==> src/rtl/imm_multicycle_ctrl.sv <==
// Multicycle RV32 control FSM: sequences datapath strobes, decodes ALU op and immediate type.
// Optional feature: define RV32_UTYPE_EN to support lui/auipc through the UTYPE state.
module imm_multicycle_ctrl #(
    parameter bit ILLEGAL_STICKY = 1'b0
) (
    input  logic       clk,
    input  logic       reset,
    input  logic [6:0] op,
    input  logic [2:0] funct3,
    input  logic       funct7b5,
    input  logic       zero,
    output logic [2:0] immsrc,
    output logic [1:0] alusrca,
    output logic [1:0] alusrcb,
    output logic [1:0] resultsrc,
    output logic       adrsrc,
    output logic       irwrite,
    output logic       pcwrite,
    output logic       regwrite,
    output logic       memwrite,
    output logic [2:0] alucontrol,
    output logic [3:0] state,
    output logic       illegal
);

    typedef enum logic [3:0] {
        S_FETCH    = 4'd0,
        S_DECODE   = 4'd1,
        S_MEMADR   = 4'd2,
        S_MEMREAD  = 4'd3,
        S_MEMWB    = 4'd4,
        S_MEMWRITE = 4'd5,
        S_EXECR    = 4'd6,
        S_EXECI    = 4'd7,
        S_ALUWB    = 4'd8,
        S_BRANCH   = 4'd9,
        S_JAL      = 4'd10,
        S_UTYPE    = 4'd11
    } state_t;

    localparam logic [6:0] OP_LOAD  = 7'b0000011;
    localparam logic [6:0] OP_STORE = 7'b0100011;
    localparam logic [6:0] OP_R     = 7'b0110011;
    localparam logic [6:0] OP_I     = 7'b0010011;
    localparam logic [6:0] OP_BR    = 7'b1100011;
    localparam logic [6:0] OP_JAL   = 7'b1101111;
    localparam logic [6:0] OP_LUI   = 7'b0110111;
    localparam logic [6:0] OP_AUIPC = 7'b0010111;

    localparam logic [2:0] ALU_ADD = 3'b000;
    localparam logic [2:0] ALU_SUB = 3'b001;
    localparam logic [2:0] ALU_AND = 3'b010;
    localparam logic [2:0] ALU_OR  = 3'b011;
    localparam logic [2:0] ALU_SLT = 3'b101;

    state_t     state_q, state_d;
    logic       illegal_q, illegal_d;
    logic [2:0] alu_dec_c;
    logic       adrsrc_c, irwrite_c, pcwrite_c, regwrite_c, memwrite_c;

    // State and illegal flag registers
    always_ff @(posedge clk or posedge reset) begin
        if (reset) begin
            state_q   <= S_FETCH;
            illegal_q <= 1'b0;
        end else begin
            state_q   <= state_d;
            illegal_q <= illegal_d;
        end
    end

    // Immediate format follows the opcode regardless of state
    always_comb begin
        immsrc = 3'b000;
        case (op)
            OP_STORE: immsrc = 3'b001;
            OP_BR:    immsrc = 3'b010;
            OP_JAL:   immsrc = 3'b100;
`ifdef RV32_UTYPE_EN
            OP_LUI, OP_AUIPC: immsrc = 3'b011;
`endif
            default:  immsrc = 3'b000;
        endcase
    end

    // funct3/funct7 ALU decode; sub only for R-type (op[5]) with funct7b5
    always_comb begin
        alu_dec_c = ALU_ADD;
        case (funct3)
            3'b000:  alu_dec_c = (op[5] && funct7b5) ? ALU_SUB : ALU_ADD;
            3'b010:  alu_dec_c = ALU_SLT;
            3'b110:  alu_dec_c = ALU_OR;
            3'b111:  alu_dec_c = ALU_AND;
            default: alu_dec_c = ALU_ADD;
        endcase
    end

    // Next-state and Moore outputs
    always_comb begin
        state_d    = S_FETCH;
        alusrca    = 2'b00;
        alusrcb    = 2'b00;
        resultsrc  = 2'b00;
        alucontrol = ALU_ADD;
        adrsrc_c   = 1'b0;
        irwrite_c  = 1'b0;
        pcwrite_c  = 1'b0;
        regwrite_c = 1'b0;
        memwrite_c = 1'b0;
        case (state_q)
            S_FETCH: begin
                state_d   = S_DECODE;
                irwrite_c = 1'b1;
                pcwrite_c = 1'b1;
                alusrcb   = 2'b10;
                resultsrc = 2'b10;
            end
            S_DECODE: begin
                alusrca = 2'b01;
                alusrcb = 2'b01;
                case (op)
                    OP_LOAD, OP_STORE: state_d = S_MEMADR;
                    OP_R:              state_d = S_EXECR;
                    OP_I:              state_d = S_EXECI;
                    OP_BR:             state_d = S_BRANCH;
                    OP_JAL:            state_d = S_JAL;
`ifdef RV32_UTYPE_EN
                    OP_LUI, OP_AUIPC:  state_d = S_UTYPE;
`endif
                    default:           state_d = S_FETCH;
                endcase
            end
            S_MEMADR: begin
                state_d = op[5] ? S_MEMWRITE : S_MEMREAD;
                alusrca = 2'b10;
                alusrcb = 2'b01;
            end
            S_MEMREAD: begin
                state_d  = S_MEMWB;
                adrsrc_c = 1'b1;
            end
            S_MEMWB: begin
                resultsrc  = 2'b01;
                regwrite_c = 1'b1;
            end
            S_MEMWRITE: begin
                adrsrc_c   = 1'b1;
                memwrite_c = 1'b1;
            end
            S_EXECR: begin
                state_d    = S_ALUWB;
                alusrca    = 2'b10;
                alucontrol = alu_dec_c;
            end
            S_EXECI: begin
                state_d    = S_ALUWB;
                alusrca    = 2'b10;
                alusrcb    = 2'b01;
                alucontrol = alu_dec_c;
            end
            S_ALUWB: regwrite_c = 1'b1;
            S_BRANCH: begin
                alusrca    = 2'b10;
                alucontrol = ALU_SUB;
                pcwrite_c  = zero ^ funct3[0];
            end
            S_JAL: begin
                state_d   = S_ALUWB;
                alusrca   = 2'b01;
                alusrcb   = 2'b10;
                pcwrite_c = 1'b1;
            end
            S_UTYPE: begin
                state_d = S_ALUWB;
                alusrca = op[5] ? 2'b11 : 2'b01;
                alusrcb = 2'b01;
            end
            default: state_d = S_FETCH;
        endcase
    end

    // An unsupported opcode is the only way DECODE falls back to FETCH
    always_comb begin
        illegal_d = (state_q == S_DECODE) && (state_d == S_FETCH);
        if (ILLEGAL_STICKY && illegal_q) begin
            illegal_d = 1'b1;
        end
    end

    // Strobes held off while reset is asserted
    assign adrsrc   = adrsrc_c   & ~reset;
    assign irwrite  = irwrite_c  & ~reset;
    assign pcwrite  = pcwrite_c  & ~reset;
    assign regwrite = regwrite_c & ~reset;
    assign memwrite = memwrite_c & ~reset;
    assign state    = state_q;
    assign illegal  = illegal_q;

endmodule

==> config.mk <==
export PLATFORM = sky130hd
export DESIGN_NAME = imm_multicycle_ctrl
export DESIGN_NICKNAME = d
export VERILOG_FILES = /design/src/rtl/imm_multicycle_ctrl.sv
export SDC_FILE = /design/constraint.sdc
export NUM_CORES = 1
export LEC_CHECK = 0
export ABC_CLOCK_PERIOD_IN_PS = 1800
export BUFFER_PORTS_ARGS = -buffer_cell sky130_fd_sc_hd__buf_2
export CAP_MARGIN = 20
export CORE_UTILIZATION = 36
export DETAILED_ROUTE_END_ITERATION = 8
export PLACE_DENSITY_LB_ADDON = 0.12
export SYNTH_ARGS = -nofsm -noshare
export SYNTH_HDL_FRONTEND = slang
export SYNTH_SLANG_ARGS = --single-unit
==> constraint.sdc <==
create_clock -name clk -period 1.8 [get_ports clk]
set_clock_uncertainty 0.2 [all_clocks]
set_input_delay 0.45 -clock clk [delete_from_list [all_inputs] [get_ports clk]]
set_output_delay 0.45 -clock clk [all_outputs]
set_load 0.005 [all_outputs]
==> reports/metrics.json, run 1 <==
{
  "logic_synthesis": {
    "yosys-mux-area-fraction_pct": 3.926,
    "main_combinational_cell_family_by_area_after_synthesis": "simple AND/OR/NAND/NOR gates",
    "yosysSeqAreaShare_pct": 23.09,
    "synth-edff-count": 0,
    "syn-mean-instance-area_um2": 7.852,
    "ys_dominant_reg_cell": "sky130_fd_sc_hd__dfrtp_1",
    "synthArstFlopShare_pct": 100.0,
    "synth.cell_area_um2": 541.8,
    "syn-num-nets": 83,
    "synth.yosys.warnings": 0,
    "synth_xor_area_share_pct": 8.083,
    "synth_cells": 69,
    "synth_cell_type_count": 33,
    "synth-seq-cells": 5,
    "synth_area_in_compound_gates_pct": 17.32,
    "yosys.area_share.simple_pct": 39.49,
    "synth_adder_area_share_pct": 0
  },
  "cells_and_area": {
    "drive_above_1_share_pct": 68.18,
    "diodes": 0,
    "layout-area-overhead-vs-synth_pct": 101.4,
    "finalNetCount": 147,
    "nFillCells": 91
  },
  "cts": {
    "cts_tree": "done",
    "clkTransAtPathRegs_ps": 40,
    "clock_path_buffers": 2,
    "worst_skew_pair_later_pin_latency_ps": 240,
    "clk_root_buffer_cell": "sky130_fd_sc_hd__clkbuf_4",
    "cts-buffers-inserted": 3,
    "clock_sinks": 5,
    "cts_htree_levels": 1
  },
  "run_status": {
    "status": "complete, but fails checks",
    "failing_checks": "setup timing"
  },
  "drt": {
    "route.final.wire_length_um": 1921,
    "routed_wire_length_per_instance_um": 13.07,
    "detail-route-antenna-nets": 0,
    "drc_errors": 0,
    "via_count": 785,
    "post_drt_via_cell_ratio": 5.340,
    "detail_route.first_pass.iterations": 4,
    "detail_route.iter0.violations": 20
  },
  "flow_run": {
    "maxCapViolCount": 0
  },
  "sta": {
    "hold_violations": 0,
    "timing.final.max_slew_violations": 0,
    "timing.final.ws_setup_ps": -277.6,
    "timing.slew.headroom_pct": 82.95,
    "final_period_minus_worst_setup_slack_ps": 2078,
    "layout_worst_path_cycle_share_pct": 115.4,
    "worst_pin_slew_ps": 253.9,
    "finalSetupViolations": 14,
    "grt_setup_unrepaired": "true",
    "achievable-frequency_mhz": 481.3
  },
  "critical_path": {
    "r2r_cells": 4,
    "end_kind": "primary output",
    "cp_max_fo": 4,
    "worstPathRequired_ps": 1150,
    "r2r-start": "state[0]",
    "reg2reg_setup_slack_ps": 170,
    "rr_endpoint": "state[2]",
    "startpoint_type": "register",
    "worst-endpoint-arrival_ps": 1430,
    "worstSetupPathType": "reg -> out"
  },
  "grt": {
    "largest_net_degree_at_the_start_of_global_routing": 11,
    "wire_length_of_the_first_global_routing_pass_um": 2504,
    "first_global_vias": 617,
    "global_route_total_usage_across_every_layer_pct": 22.42,
    "grt.overflow.total": 0,
    "antenna_found_initial": 0
  },
  "floorplanning": {
    "placeableCoreArea_um2": 1350,
    "floorplan.initialDensity_pct": 40.13,
    "die_height_um": 40.80,
    "floorplan.die_area_um2": 1664,
    "count_of_standard_cell_rows": 13,
    "floorplan.die.width_um": 40.80,
    "io_pins": 36
  },
  "place": {
    "gp_routability_congestion": 0.8070,
    "post-dp-hpwl_um": 1321,
    "buffers_added_on_ports": 35,
    "dpl_worst_slack_ps": -41.98
  },
  "power": {
    "power.static_leakage_nw": 0.5537,
    "maximum_resistive_drop_on_vdd_mv": 0.4021,
    "power_density_nw_per_um2": 743.1,
    "finalPower_uw": 810.8
  },
  "worst_hold_path": {
    "min_path_type": "in -> async"
  }
}
==> Yosys cell counts, types with 2 or more instances <==
cell,number,area share [%]
sky130_fd_sc_hd__nand2_1,5,3.5
sky130_fd_sc_hd__a21oi_1,2,1.8
sky130_fd_sc_hd__inv_1,4,2.8
sky130_fd_sc_hd__nand3_1,2,1.8
sky130_fd_sc_hd__and3_1,3,3.5
sky130_fd_sc_hd__xnor2_1,2,3.2
sky130_fd_sc_hd__nor4_1,3,3.5
sky130_fd_sc_hd__nor3_1,6,5.5
sky130_fd_sc_hd__dfrtp_1,5,23
sky130_fd_sc_hd__nor2_1,8,5.5
sky130_fd_sc_hd__o21ai_0,2,1.8
sky130_fd_sc_hd__xor2_1,3,4.9
sky130_fd_sc_hd__buf_2,2,1.8
sky130_fd_sc_hd__nor2b_1,3,3.5
==> routing by layer <==
layer,global-route usage (%),wire [µm],vias to the layer above
li1,-,-,378
met1,25.75,819,376
met2,43.36,1045,31
met3,1.630,56,0
met4,5.833,0,0
met5,0,0,-
==> area by class of cell <==
cell class                 instances  area [µm²]  area share (%)
sequential                         5       127.6           11.70
multi-input combinational         56       481.7           44.15
tap                               15       18.77           1.720
clock buffer                       4       26.28           2.408
inverter                           4       15.01           1.376
timing repair buffer              63       421.7           38.65
==> flip-flops by register name, summed over array words and instances (netlist names) <==
name,flops
illegal,1
state,4
==> layout by cell type (no fill, tap or decap), types with 2 or more instances in the layout <==
cell type                  Yosys  layout
sky130_fd_sc_hd__xnor2_1       2       2
sky130_fd_sc_hd__buf_6         1       9
sky130_fd_sc_hd__xor2_1        3       2
sky130_fd_sc_hd__buf_2         2      34
sky130_fd_sc_hd__clkbuf_4      0       3
sky130_fd_sc_hd__buf_4         1      20
sky130_fd_sc_hd__and3_1        3       3
sky130_fd_sc_hd__nor3_1        6       4
sky130_fd_sc_hd__nand2_1       5       4
sky130_fd_sc_hd__nor4_4        0       2
sky130_fd_sc_hd__nor2_1        8       6
sky130_fd_sc_hd__dfrtp_1       5       3
sky130_fd_sc_hd__nor2_2        0       2
sky130_fd_sc_hd__nor2b_4       0       3
sky130_fd_sc_hd__a21oi_1       2       2
sky130_fd_sc_hd__inv_1         4       3
sky130_fd_sc_hd__dfrtp_2       0       2
==> cells by family (layout without fill, tap and decap cells) <==
group	after synthesis	in the layout
flip-flops	5	5
AND/OR/NAND/NOR	36	36
AO/OA/AOI/OAI	13	13
buffers and inverters	8	71
multiplexers	2	2
XOR/XNOR	5	5
==> worst max-delay path: stages, from the launching register on <==
cell	delay (ps)
sky130_fd_sc_hd__dfrtp_1	420
sky130_fd_sc_hd__buf_6	150
sky130_fd_sc_hd__xnor2_1	130
sky130_fd_sc_hd__mux2_2	280
sky130_fd_sc_hd__o21ai_2	100
sky130_fd_sc_hd__buf_2	120
==> report_power, final <==
group          leakage [nW]  total [mW]  internal [mW]  switching, mW
Combinational         0.477       0.529          0.283          0.246
Clock                0.0150       0.127         0.0837         0.0437
Sequential           0.0620       0.154          0.139         0.0154
==> worst max-delay path by stage <==
stage	start	endpoint	slack [ps]	depth (start not counted)
after CTS	state[3]	alusrcb[0]	-260	4
after detailed placement	op[2]	state[2]	-40	5
after floorplan	state[2]	alusrcb[0]	-4	4
after global placement	state[1]	pcwrite	-20	4
final	state[2]	alusrcb[0]	-280	5
after global routing	state[2]	alusrcb[0]	-320	5
==> per-stage QoR <==
stage | cells | util (%) | area, µm² | TNS (ps) | hold WS, ps
floorplan | 69 | - | 548.0 | -4.289 | 33.65
global placement | 135 | 63.95 | 863.3 | -37.62 | 286.0
detailed placement | 135 | 63.95 | 863.3 | -76.95 | 279.1
CTS | 144 | 72.47 | 978.4 | -2003 | 36.15
global route | 147 | 80.82 | 1091 | -2996 | 76.77
finish | 147 | 80.82 | 1091 | -2100 | 61.90
==> what timing repair did <==
| item | CTS | global route |
|---|---|---|
| buffers inserted | 5 | 3 |
| setup endpoints to repair | 15 | 15 |
| hold buffers | 0 | 0 |
| gates resized for setup | 14 | 18 |
| pin swaps | 1 | 6 |
Power figures use the tool's default switching activity.
==> run 2, diff against run 1 <==
CORE_MARGIN = 5   (was unset)
==> run 2 against run 1 <==
The flow still finishes with violations (setup timing). Highest routed layer is now met4. Hold slack got worse by 2.8 ps. Largest power group unchanged. Register-to-register slack better by 40 ps. Total power down 4.3%. Largest cell class unchanged. Via count decreased by 2.4%.
==> reports/metrics.json, run 2 (synthesis gave the netlist of run 1 again) <==
{
  "drt": {
    "route.final.wire_length_um": 2082,
    "detail-route-antenna-nets": 0,
    "detail_route.first_pass.iterations": 4,
    "detail_route.iter0.violations": 5,
    "routed_wire_length_per_instance_um": 14.36,
    "via_count": 766,
    "drc_errors": 0,
    "post_drt_via_cell_ratio": 5.283
  },
  "critical_path": {
    "end_kind": "primary output",
    "startpoint_type": "register",
    "worstPathRequired_ps": 1150,
    "cp_max_fo": 6,
    "worst-endpoint-arrival_ps": 1460,
    "worstSetupPathType": "reg -> out"
  },
  "floorplanning": {
    "count_of_standard_cell_rows": 14,
    "floorplan.die.width_um": 48.80,
    "floorplan.die_area_um2": 2381,
    "die_height_um": 48.80,
    "placeableCoreArea_um2": 1471,
    "floorplan.initialDensity_pct": 36.82,
    "io_pins": 36
  },
  "worst_hold_path": {
    "min_path_type": "in -> async"
  },
  "sta": {
    "worst_pin_slew_ps": 235.8,
    "achievable-frequency_mhz": 474.6,
    "hold_violations": 0,
    "timing.final.ws_setup_ps": -307.0,
    "timing.slew.headroom_pct": 84.16,
    "layout_worst_path_cycle_share_pct": 117.1,
    "grt_setup_unrepaired": "true",
    "final_period_minus_worst_setup_slack_ps": 2107,
    "timing.final.max_slew_violations": 0,
    "finalSetupViolations": 15
  },
  "place": {
    "buffers_added_on_ports": 35,
    "gp_routability_congestion": 0.7587,
    "post-dp-hpwl_um": 1327,
    "place_inst": 136
  },
  "cells_and_area": {
    "finalNetCount": 144,
    "final_util_pct": 73.38,
    "finish.cell_count_without_fillers": 145,
    "most_frequent_standard_cell_in_the_layout_excluding_fill_and_tap_cells": "sky130_fd_sc_hd__buf_2",
    "drive_above_1_share_pct": 68.99,
    "layout_common_cells": "sky130_fd_sc_hd__buf_2 (33), sky130_fd_sc_hd__buf_4 (15), sky130_fd_sc_hd__buf_6 (12), sky130_fd_sc_hd__nor2_1 (8), sky130_fd_sc_hd__nand2_1 (5)",
    "layout-area-overhead-vs-synth_pct": 99.31,
    "largest_register_ffs": 4,
    "diodes": 0
  },
  "grt": {
    "grt.overflow.total": 0,
    "first_global_vias": 730,
    "largest_net_degree_at_the_start_of_global_routing": 11,
    "wire_length_of_the_first_global_routing_pass_um": 3049,
    "antenna_found_initial": 0,
    "global_route_total_usage_across_every_layer_pct": 15.54
  },
  "flow_run": {
    "maxCapViolCount": 0
  },
  "cts": {
    "clock_path_buffers": 2,
    "clk_root_buffer_cell": "sky130_fd_sc_hd__clkbuf_4",
    "cts_htree_levels": 1,
    "clkTransAtPathRegs_ps": 50,
    "cts-buffers-inserted": 3,
    "clock_sinks": 5,
    "worst_skew_pair_later_pin_latency_ps": 240,
    "cts_tree": "done"
  },
  "run_status": {
    "status": "complete, but fails checks",
    "failing_checks": "setup timing"
  },
  "power": {
    "maximum_resistive_drop_on_vdd_mv": 0.5017,
    "power_density_nw_per_um2": 718.3,
    "power.static_leakage_nw": 0.5340
  }
}
run 2: worst paths after layout:
check | from | endpoint | slack [ps] | cells after the start
setup / recovery | state[3] | alucontrol[0] | -310 | 5
setup reg to reg | state[0] | state[2] | 210 | 4
hold / removal | reset | state[0] | 60 | 3
min in group clk | op[5] | state[1] | 290 | 2
max in group asynchronous | reset | state[1] | 1220 | 3
hold reg to reg | state[0] | state[0] | 430 | 2
run 2: layout make-up:
cell class | instances | area [µm²]
fill | 118 | 391.6
sequential | 5 | 128.9
tap | 16 | 20.02
clock buffer | 4 | 26.28
timing repair buffer | 60 | 412.9
inverter | 4 | 17.52
multi-input combinational | 56 | 474.2
run 2: report_power, final:
part	switching, mW	internal (mW)	total, mW	leakage (nW)
clock	0.0462	0.0838	0.130	0.0150
combinational	0.232	0.258	0.490	0.459
sequential	0.0166	0.139	0.155	0.0604
run 2: timing repair:
action,CTS,global route
endpoints found under the setup margin,15,17
setup buffers,2,4
hold endpoints to repair,0,0
gates resized for setup,18,18
cloned,0,0
pin swaps,4,7
hold buffers,0,0
run 2: worst max-delay path, stage by stage (launching register included):
cell                      delay (ps)
sky130_fd_sc_hd__dfrtp_2         450
sky130_fd_sc_hd__buf_6           140
sky130_fd_sc_hd__nor2b_4         140
sky130_fd_sc_hd__nand2_1          70
sky130_fd_sc_hd__o32ai_1         260
sky130_fd_sc_hd__buf_2           150
run 2: through the flow:
stage	instance area (µm²)	power, mW	setup TNS [ps]	hold slack (ps)	setup slack (ps)
floorplan	548.0	0.3599	-4.289	33.65	-4.289
global placement	864.6	0.5617	-136.8	281.8	-48.61
detailed placement	864.6	0.5661	-146.6	292.8	-60.70
CTS	970.9	0.7375	-1889	49.51	-292.9
global route	1080	0.8335	-3376	68.33	-366.7
finish	1080	0.7756	-2521	59.06	-307.0
run 2: layer usage:
layer | up-vias | wire length [µm] | GRT usage, %
met2 | 36 | 1090 | 26.96
met4 | 0 | 42 | 6.726
met3 | 8 | 149 | 4.281
li1 | 370 | - | -
met1 | 352 | 800 | 17.51
met5 | - | 0 | 0
